**config.mk**
```make
export PLATFORM = sky130hd
export DESIGN_NAME = tacho_multi
export DESIGN_NICKNAME = d
export VERILOG_FILES = /design/src/rtl/tacho_multi.sv
export SDC_FILE = /design/constraint.sdc
export NUM_CORES = 1
export LEC_CHECK = 0
export ABC_AREA = 0
export BUFFER_PORTS_ARGS = -buffer_cell sky130_fd_sc_hd__buf_2
export CAP_MARGIN = 20
export CELL_PAD_IN_SITES_DETAIL_PLACEMENT = 0
export CELL_PAD_IN_SITES_GLOBAL_PLACEMENT = 1
export CORE_MARGIN = 5
export CORE_UTILIZATION = 48
export CTS_BUF_LIST = sky130_fd_sc_hd__clkbuf_16
export DETAILED_ROUTE_END_ITERATION = 16
export PLACE_DENSITY_LB_ADDON = 0.12
export SYNTH_ARGS = -nofsm -noshare
export SYNTH_HDL_FRONTEND = slang
export SYNTH_SLANG_ARGS = --single-unit
```
**constraint.sdc**
```tcl
create_clock -name clk -period 2.28 [get_ports clk]
set_clock_uncertainty 0.1 [all_clocks]
set_input_delay 0 -clock clk [delete_from_list [all_inputs] [get_ports clk]]
set_output_delay 0 -clock clk [all_outputs]
set_load 0.02 [all_outputs]
```
**src/rtl/tacho_multi.sv**
```systemverilog
// Multi-channel fan tachometer: synchronise and glitch-filter each tacho input,
// count rising edges over a one-second gate, latch saturating counts and raise
// stall/overflow flags with a maskable level interrupt, all exposed on a CSR bus.
module tacho_multi #(
  parameter logic [4:0]  BASE_ADDR  = 5'h0,
  parameter int unsigned CHANNELS   = 2,
  parameter int unsigned CNT_WIDTH  = 12,
  parameter int unsigned FILTER_LEN = 4
) (
  input  logic                clk,
  input  logic                rst,
  input  logic [4:0]          csr_a,
  input  logic [7:0]          csr_di,
  input  logic                csr_we,
  output logic [7:0]          csr_do,
  input  logic                ce_1s,
  input  logic [CHANNELS-1:0] tacho_in,
  output logic                irq
);

  localparam int unsigned          NCH       = 4;
  localparam logic [3:0]           CH_MASK   = 4'((1 << CHANNELS) - 1);
  localparam logic [3:0]           FILT_LAST = 4'(FILTER_LEN - 1);
  localparam logic [CNT_WIDTH-1:0] CNT_MAX   = '1;

  logic [3:0] ctrl_en, ctrl_ie, stall_flg, ovf_flg;
  logic [7:0] thresh;
  logic [3:0] tacho_pad, sync1, sync2, flt, flt_d, rise, ovf;
  logic [3:0] stall_set, ovf_set;
  logic [3:0]           fcnt [NCH];
  logic [CNT_WIDTH-1:0] live [NCH];
  logic [CNT_WIDTH-1:0] lat  [NCH];

  logic [5:0] diff;
  logic [4:0] off;
  logic       hit, wr_ctrl, wr_status, wr_thresh;
  logic [7:0] clr;

  assign tacho_pad = 4'(tacho_in);
  assign diff      = {1'b0, csr_a} - {1'b0, BASE_ADDR};
  assign off       = diff[4:0];
  assign hit       = !diff[5] && (off <= 5'd11);
  assign wr_ctrl   = csr_we && hit && (off == 5'd0);
  assign wr_status = csr_we && hit && (off == 5'd1);
  assign wr_thresh = csr_we && hit && (off == 5'd2);
  assign clr       = wr_status ? csr_di : 8'h00;

  // Per-channel flag set conditions evaluated at the gate pulse
  always_comb begin
    stall_set = '0;
    ovf_set   = '0;
    for (int i = 0; i < NCH; i++) begin
      stall_set[i] = ce_1s && ctrl_en[i] && (live[i] < CNT_WIDTH'(thresh));
      ovf_set[i]   = ce_1s && ovf[i];
    end
  end

  // Input synchronisers, glitch filters, edge detect, live and latched counters
  always_ff @(posedge clk) begin
    if (rst) begin
      sync1 <= '0;
      sync2 <= '0;
      flt   <= '0;
      flt_d <= '0;
      rise  <= '0;
      ovf   <= '0;
      for (int i = 0; i < NCH; i++) begin
        fcnt[i] <= '0;
        live[i] <= '0;
        lat[i]  <= '0;
      end
    end else begin
      sync1 <= tacho_pad;
      sync2 <= sync1;
      for (int i = 0; i < NCH; i++) begin
        if (!ctrl_en[i]) begin
          flt[i]   <= 1'b0;
          flt_d[i] <= 1'b0;
          rise[i]  <= 1'b0;
          ovf[i]   <= 1'b0;
          fcnt[i]  <= '0;
          live[i]  <= '0;
          if (ce_1s) lat[i] <= '0;
        end else begin
          flt_d[i] <= flt[i];
          rise[i]  <= flt[i] & ~flt_d[i];
          if (sync2[i] == flt[i]) begin
            fcnt[i] <= '0;
          end else if (fcnt[i] == FILT_LAST) begin
            flt[i]  <= ~flt[i];
            fcnt[i] <= '0;
          end else begin
            fcnt[i] <= fcnt[i] + 4'd1;
          end
          // An edge coincident with the gate opens the new window at 1
          if (ce_1s) begin
            lat[i]  <= live[i];
            live[i] <= CNT_WIDTH'(rise[i]);
            ovf[i]  <= 1'b0;
          end else if (rise[i]) begin
            if (live[i] == CNT_MAX) ovf[i] <= 1'b1;
            else live[i] <= live[i] + CNT_WIDTH'(1);
          end
        end
      end
    end
  end

  // CSR registers; status flags are write-1-to-clear with set priority
  always_ff @(posedge clk) begin
    if (rst) begin
      ctrl_en   <= '0;
      ctrl_ie   <= '0;
      thresh    <= '0;
      stall_flg <= '0;
      ovf_flg   <= '0;
      irq       <= 1'b0;
    end else begin
      if (wr_ctrl) begin
        ctrl_en <= csr_di[3:0] & CH_MASK;
        ctrl_ie <= csr_di[7:4] & CH_MASK;
      end
      if (wr_thresh) thresh <= csr_di;
      stall_flg <= ((stall_flg & ~clr[3:0]) | stall_set) & CH_MASK;
      ovf_flg   <= ((ovf_flg & ~clr[7:4]) | ovf_set) & CH_MASK;
      irq       <= |(stall_flg & ctrl_ie);
    end
  end

  // Combinational read mux; count registers map two bytes per channel from +4
  always_comb begin
    logic [1:0] ch;
    ch     = off[2:1] - 2'd2;
    csr_do = 8'h00;
    if (hit) begin
      case (off)
        5'd0:    csr_do = {ctrl_ie, ctrl_en};
        5'd1:    csr_do = {ovf_flg, stall_flg};
        5'd2:    csr_do = thresh;
        5'd3:    csr_do = 8'h00;
        default: csr_do = off[0] ? 8'(lat[ch] >> 8) : lat[ch][7:0];
      endcase
    end
  end

endmodule

```
==> impl_metrics.ini, run 1 <==
[final_layout]
insertedDiodeCount = 0
drive_gt1_share_pct = 15.2
fin_area_um2 = 5050
finalNetCount = 492
stdcell_count = 568
mostFrequentLayoutCells = 60 x nor2_1, 56 x edfxtp_1, 29 x dfxtp_1
syn_to_final_growth_pct = 16.9
layout_commonest_cell = nor2_1

[grt]
grt-busiest-layer = met2
grt_pass1_vias = 2899
grt_max_degree = 26
met2_usage_pct = 26.4
antenna_found_initial = 0
use_met1_pct = 26.1
grt_util_met3_pct = 2.90
grt-ovfl-total = 0
grt_first_pass_wirelength_um = 15200
grt.total_usage_pct = 17.5

[routing]
route.vias.total = 3031
drt-initial-drc-count = 214
viasPerCell = 5.34
ant_nets = 0
first_pass_iters = 4
wl_um = 9340
routedWlPerCell_um = 16.4
drc = 0

[pwr]
power.density_nw_per_um2 = 658
leakage_uw = 0.00202
peakVddDrop_mv = 0.376

[synthesis]
syn_inst = 401
yosysTopAreaCell = edfxtp_1
yosys-top-cells-area = edfxtp_1 39%, dfxtp_1 13%, ha_1 5.2%
synth_edf_count = 56
avgSynthCellArea_um2 = 10.8
syn-cell-area_um2 = 4320
async_reset_ff_share_pct = 0
ys.flop_type = edfxtp_1
ys_ff_latch = 85
yosys.area.top_type_share_pct = 38.9
yosysUniqueCellTypes = 45
yosysWarningCount = 0
synth-seq-area-share_pct = 52.4

[critical_path]
crit_path_end_kind = flip-flop
critPathRequiredTime_ps = 2270
cp_max_fo = 7
worst_setup_path_start_kind = flip-flop
path_class = flip-flop to flip-flop
reg2reg_depth = 6
cp.arrival_ps = 2020

[place]
port-buffer-count = 27
hpwl_um = 6930
globalplace.congestion = 0.841
place_area_um2 = 4640
dp_cells = 542

[sta]
min_period_ps = 2030
fin_setup_tns_ps = 0
hold_violations = 0
rsz0062_at_grt = no
whs_ps = 22.5
finalMaxSlewViolations = 0
fmax_mhz = 493
setup_viol = 0
period_share_pct = 89.0

[clock_network]
cts_buffers = 9
ctsHtreeMaxLevel = 3
ctsRootBufferMaster = clkbuf_16
clkSlewWorstSetupHoldPaths_ps = 60
clk_latency_ps = 330
cts_tree = yes
clock_sinks = 85
cts_buffer_depth = 2

[die]
std_cell_rows = 34
io_pins = 28
die_w_um = 105
dieArea_um2 = 11000
core_um2 = 8760
initial_utilization_pct = 49.3
fp.dieH_um = 105

[status]
status = finished, final reports clean

[min_path]
hold_depth = 5
hold_class = primary input to flip-flop

[flow_run]
maxCapViolCount = 0
## cell type report
cell class / count / area [um^2]
Inverter: 20 / 75.1
Clock inverter: 6 / 61.3
Multi-Input combinational cell: 290 / 1940
Clock buffer: 10 / 250
Timing Repair Buffer: 49 / 325
Fill cell: 786 / 3720
Sequential cell: 85 / 2260
Tap cell: 108 / 135
## routing by layer
layer	routed length [um]	share of wire, %	up-vias
met3	516	5.5	10
met1	4710	50	1410
li1	-	-	1534
met5	0	0	-
met2	4000	43	77
met4	119	1.3	0
## logic make-up (layout without fill, tap and decap cells)
| logic type | Yosys count | count (layout) | synth area share (%) |
|---|---|---|---|
| flip-flops | 85 | 85 | 52.4 |
| other | 1 | 8 | 0.0868 |
| adder cells (fa/ha/maj) | 18 | 18 | 5.21 |
| buffers and inverters | 33 | 85 | 3.36 |
| AND/OR/NAND/NOR | 173 | 173 | 20.4 |
| multiplexers | 24 | 24 | 6.72 |
| AO/OA/AOI/OAI | 44 | 44 | 7.16 |
| XOR/XNOR | 23 | 23 | 4.66 |
## registers in the layout (all words and copies together), names as in the netlist
register   cells
ctrl_en        2
ctrl_ie        2
fcnt           8
flt            2
flt_d          2
irq            1
lat           24
live          24
ovf            2
ovf_flg        2
rise           2
stall_flg      2
sync1          2
sync2          2
thresh         8
## what timing repair did
| item | in CTS | in global routing |
|---|---|---|
| gates resized for setup | 0 | 0 |
| hold buffers | 10 | 0 |
| hold endpoints to repair | 16 | 0 |
| setup buffers | 0 | 0 |
## cell usage after synthesis, drive strengths merged (4+ instances only)
| cell | n |
|---|---|
| nor2 | 62 |
| edfxtp | 56 |
| dfxtp | 29 |
| inv | 20 |
| mux2i | 20 |
| nand2 | 20 |
| nand3 | 19 |
| ha | 18 |
| and2 | 16 |
| xnor2 | 16 |
| a21oi | 15 |
| and3 | 13 |
| nor2b | 11 |
| nor3 | 11 |
| o21ai | 9 |
| buf | 8 |
| xor2 | 7 |
| nand4 | 6 |
| clkbuf | 5 |
| nand2b | 5 |
| a211oi | 4 |
| mux4 | 4 |
## critical path, cell delays in order (launching register included)
cell and delay [ps]:
edfxtp_1 410, ha_1 230, nand2_1 130, nor4_1 420, or2_2 200, nand3_1 110
buf_4 190
## final timing paths
path                                                from                       end  slack [ps]
worst max register to register  live[0][0]$_SDFFCE_PN0P_  live[0][0]$_SDFFCE_PN0P_         250
worst min-delay path                                 rst       ovf[0]$_SDFFE_PP0P_          20
worst max-delay path            live[0][0]$_SDFFCE_PN0P_  live[0][0]$_SDFFCE_PN0P_         250
worst min register to register       flt_d[0]$_SDFF_PP0_        rise[0]$_SDFF_PP0_         290
## through the flow
stage | total power [uW] | util (%) | setup slack [ps]
after floorplan | 1790 | - | 212
after global placement | 1830 | 52.9 | 412
after detailed placement | 1840 | 52.9 | 263
after CTS | 3350 | 57.6 | 238
after global routing | 3430 | 57.6 | 114
final | 3320 | 57.6 | 251
## report_power, final
part / internal, uW / switching (uW) / leakage, uW
Combinational: 61.9 / 80.3 / 0.000996
Sequential: 1660 / 13.3 / 0.000880
Clock: 910 / 597 / 0.000149
Total: 2630 / 690 / 0.00202
Note: power is estimated with default switching activity, not from simulation.
==> run 2: changes to the inputs <==
CTS_CLUSTER_SIZE = 8   (was default)
MAX_ROUTING_LAYER = met4   (was default)
==> impl_metrics.ini, run 2 (synthesis gave the netlist of run 1 again) <==
[status]
status = finished, final reports clean

[pwr]
power_switching_uw = 687
leakage_uw = 0.00202
peakVddDrop_mv = 0.377
internal_power_uw = 2630
seqPwrFrac_pct = 50.4
clkPwrFrac_pct = 45.3
power.density_nw_per_um2 = 657
p_comb_share_pct = 4.3
switching_share_pct = 20.7

[critical_path]
r2r_end = live[0][0]$_SDFFCE_PN0P_
crit_path_end_kind = flip-flop
path_cells = ha_1, nand2_1, nor4_1, or2_2, nand3_1, buf_4
regToRegStartpoint = live[0][0]$_SDFFCE_PN0P_
cp_max_fo = 7
cp.arrival_ps = 2010
cpPeakStageDelay_ps = 410
crit_end = live[0][0]$_SDFFCE_PN0P_
reg2reg_slack_ps = 260
reg2reg_depth = 6
crit_slowest_cell = edfxtp_1
path_class = flip-flop to flip-flop
critPathRequiredTime_ps = 2270
cp-startpoint = live[0][0]$_SDFFCE_PN0P_
worst_setup_path_start_kind = flip-flop

[place]
place_area_um2 = 4640
port-buffer-count = 27
place_ws_ps = 263
hpwl_um = 6930
globalplace.congestion = 0.854

[sta]
whs_ps = 22.9
fmax_mhz = 495
period_share_pct = 88.6
fin_setup_tns_ps = 0
finalMaxSlewViolations = 0
setup_slack_ps = 260
rsz0062_at_grt = no
setup_viol = 0
min_period_ps = 2020
hold_violations = 0

[final_layout]
mostFrequentLayoutCells = 60 x nor2_1, 56 x edfxtp_1, 29 x dfxtp_1
syn_to_final_growth_pct = 16.9
fin_area_um2 = 5050
biggestRegsByFlops = lat x24, live x24
insertedDiodeCount = 0
layout_commonest_cell = nor2_1
drive_gt1_share_pct = 15.2
finalNetCount = 492

[routing]
viasPerCell = 5.35
drt-initial-drc-count = 208
wl_um = 9370
routedWlPerCell_um = 16.5
route.vias.total = 3040
drc = 0
ant_nets = 0
first_pass_iters = 5

[clock_network]
ctsHtreeMaxLevel = 3
ctsRootBufferMaster = clkbuf_16
clk_latency_ps = 330
clkSlewWorstSetupHoldPaths_ps = 60
cts_buffer_depth = 2
cts_tree = yes
cts_buffers = 9
clock_sinks = 85
cts_resized = 0

[grt]
grt_first_pass_wirelength_um = 15200
grt.total_usage_pct = 18.1
grt-ovfl-total = 0
grt_pass1_vias = 2900
grt_max_degree = 26
antenna_found_initial = 0

[die]
std_cell_rows = 34
die_w_um = 105
initial_utilization_pct = 49.3
dieArea_um2 = 11000
core_um2 = 8760
fp.dieH_um = 105
io_pins = 28

[flow_run]
maxCapViolCount = 0

[min_path]
hold_class = primary input to flip-flop
run 2: cell counts in the layout (fill, tap and decap cells not counted):
Identical to the previous run, type by type.
run 2: per-layer routing:
layer  global-route usage (%)  share of wire [%]  up-vias
met3                     2.71                4.5        7
met5                        -                  0        -
li1                         -                  -     1534
met2                     26.3                 44       78
met4                     4.93                1.0        0
met1                     26.4                 51     1421
run 2: what timing repair did:
| action | in CTS | in global routing |
|---|---|---|
| hold buffers | 10 | 0 |
| hold endpoints to repair | 16 | 0 |
| buffers inserted | 0 | 0 |
run 2: worst min path at each step:
stage                      from                     to  slack (ps)  cells past startpoint
floorplan             csr_di[4]  ovf_flg[0]$_SDFF_PP0_          10                      1
global placement    tacho_in[1]    sync1[1]$_SDFF_PP0_         110                      2
detailed placement  tacho_in[1]    sync1[1]$_SDFF_PP0_         110                      2
CTS                       ce_1s    ovf[1]$_SDFFE_PP0P_          20                      3
global route              ce_1s    ovf[1]$_SDFFE_PP0P_          40                      3
finish                      rst    ovf[0]$_SDFFE_PP0P_          20                      5
run 2: power by group through the flow:
stage                     Clock, uW  Sequential, uW  Combinational, uW
after floorplan                   0            1700               87.6
after global placement            0            1710                128
after detailed placement          0            1710                130
after CTS                      1530            1670                143
after global routing           1600            1670                158
final                          1500            1670                143
run 2: critical path: cells and delay by family (launching register included):
family	cells	cell delay (ps)
buf+inv	1	190
flops	1	410
fa+ha+maj	1	230
simple gates	4	850
run 2: area by class of cell:
cell class / instances / area (um^2)
clock buffer: 10 / 250
clock inverter: 6 / 61.3
fill: 786 / 3720
inverter: 20 / 75.1
multi-input combinational: 290 / 1940
sequential: 85 / 2260
tap: 108 / 135
timing repair buffer: 49 / 325
run 2: per-stage QoR:
step           total power (uW)  std cells  utilization [%]
2_1_floorplan              1790        408                -
3_3_place_gp               1830        542             52.9
4_1_cts                    3350        568             57.6
5_1_grt                    3430        568             57.6
3_5_place_dp               1840        542             52.9
6_report                   3320        568             57.6
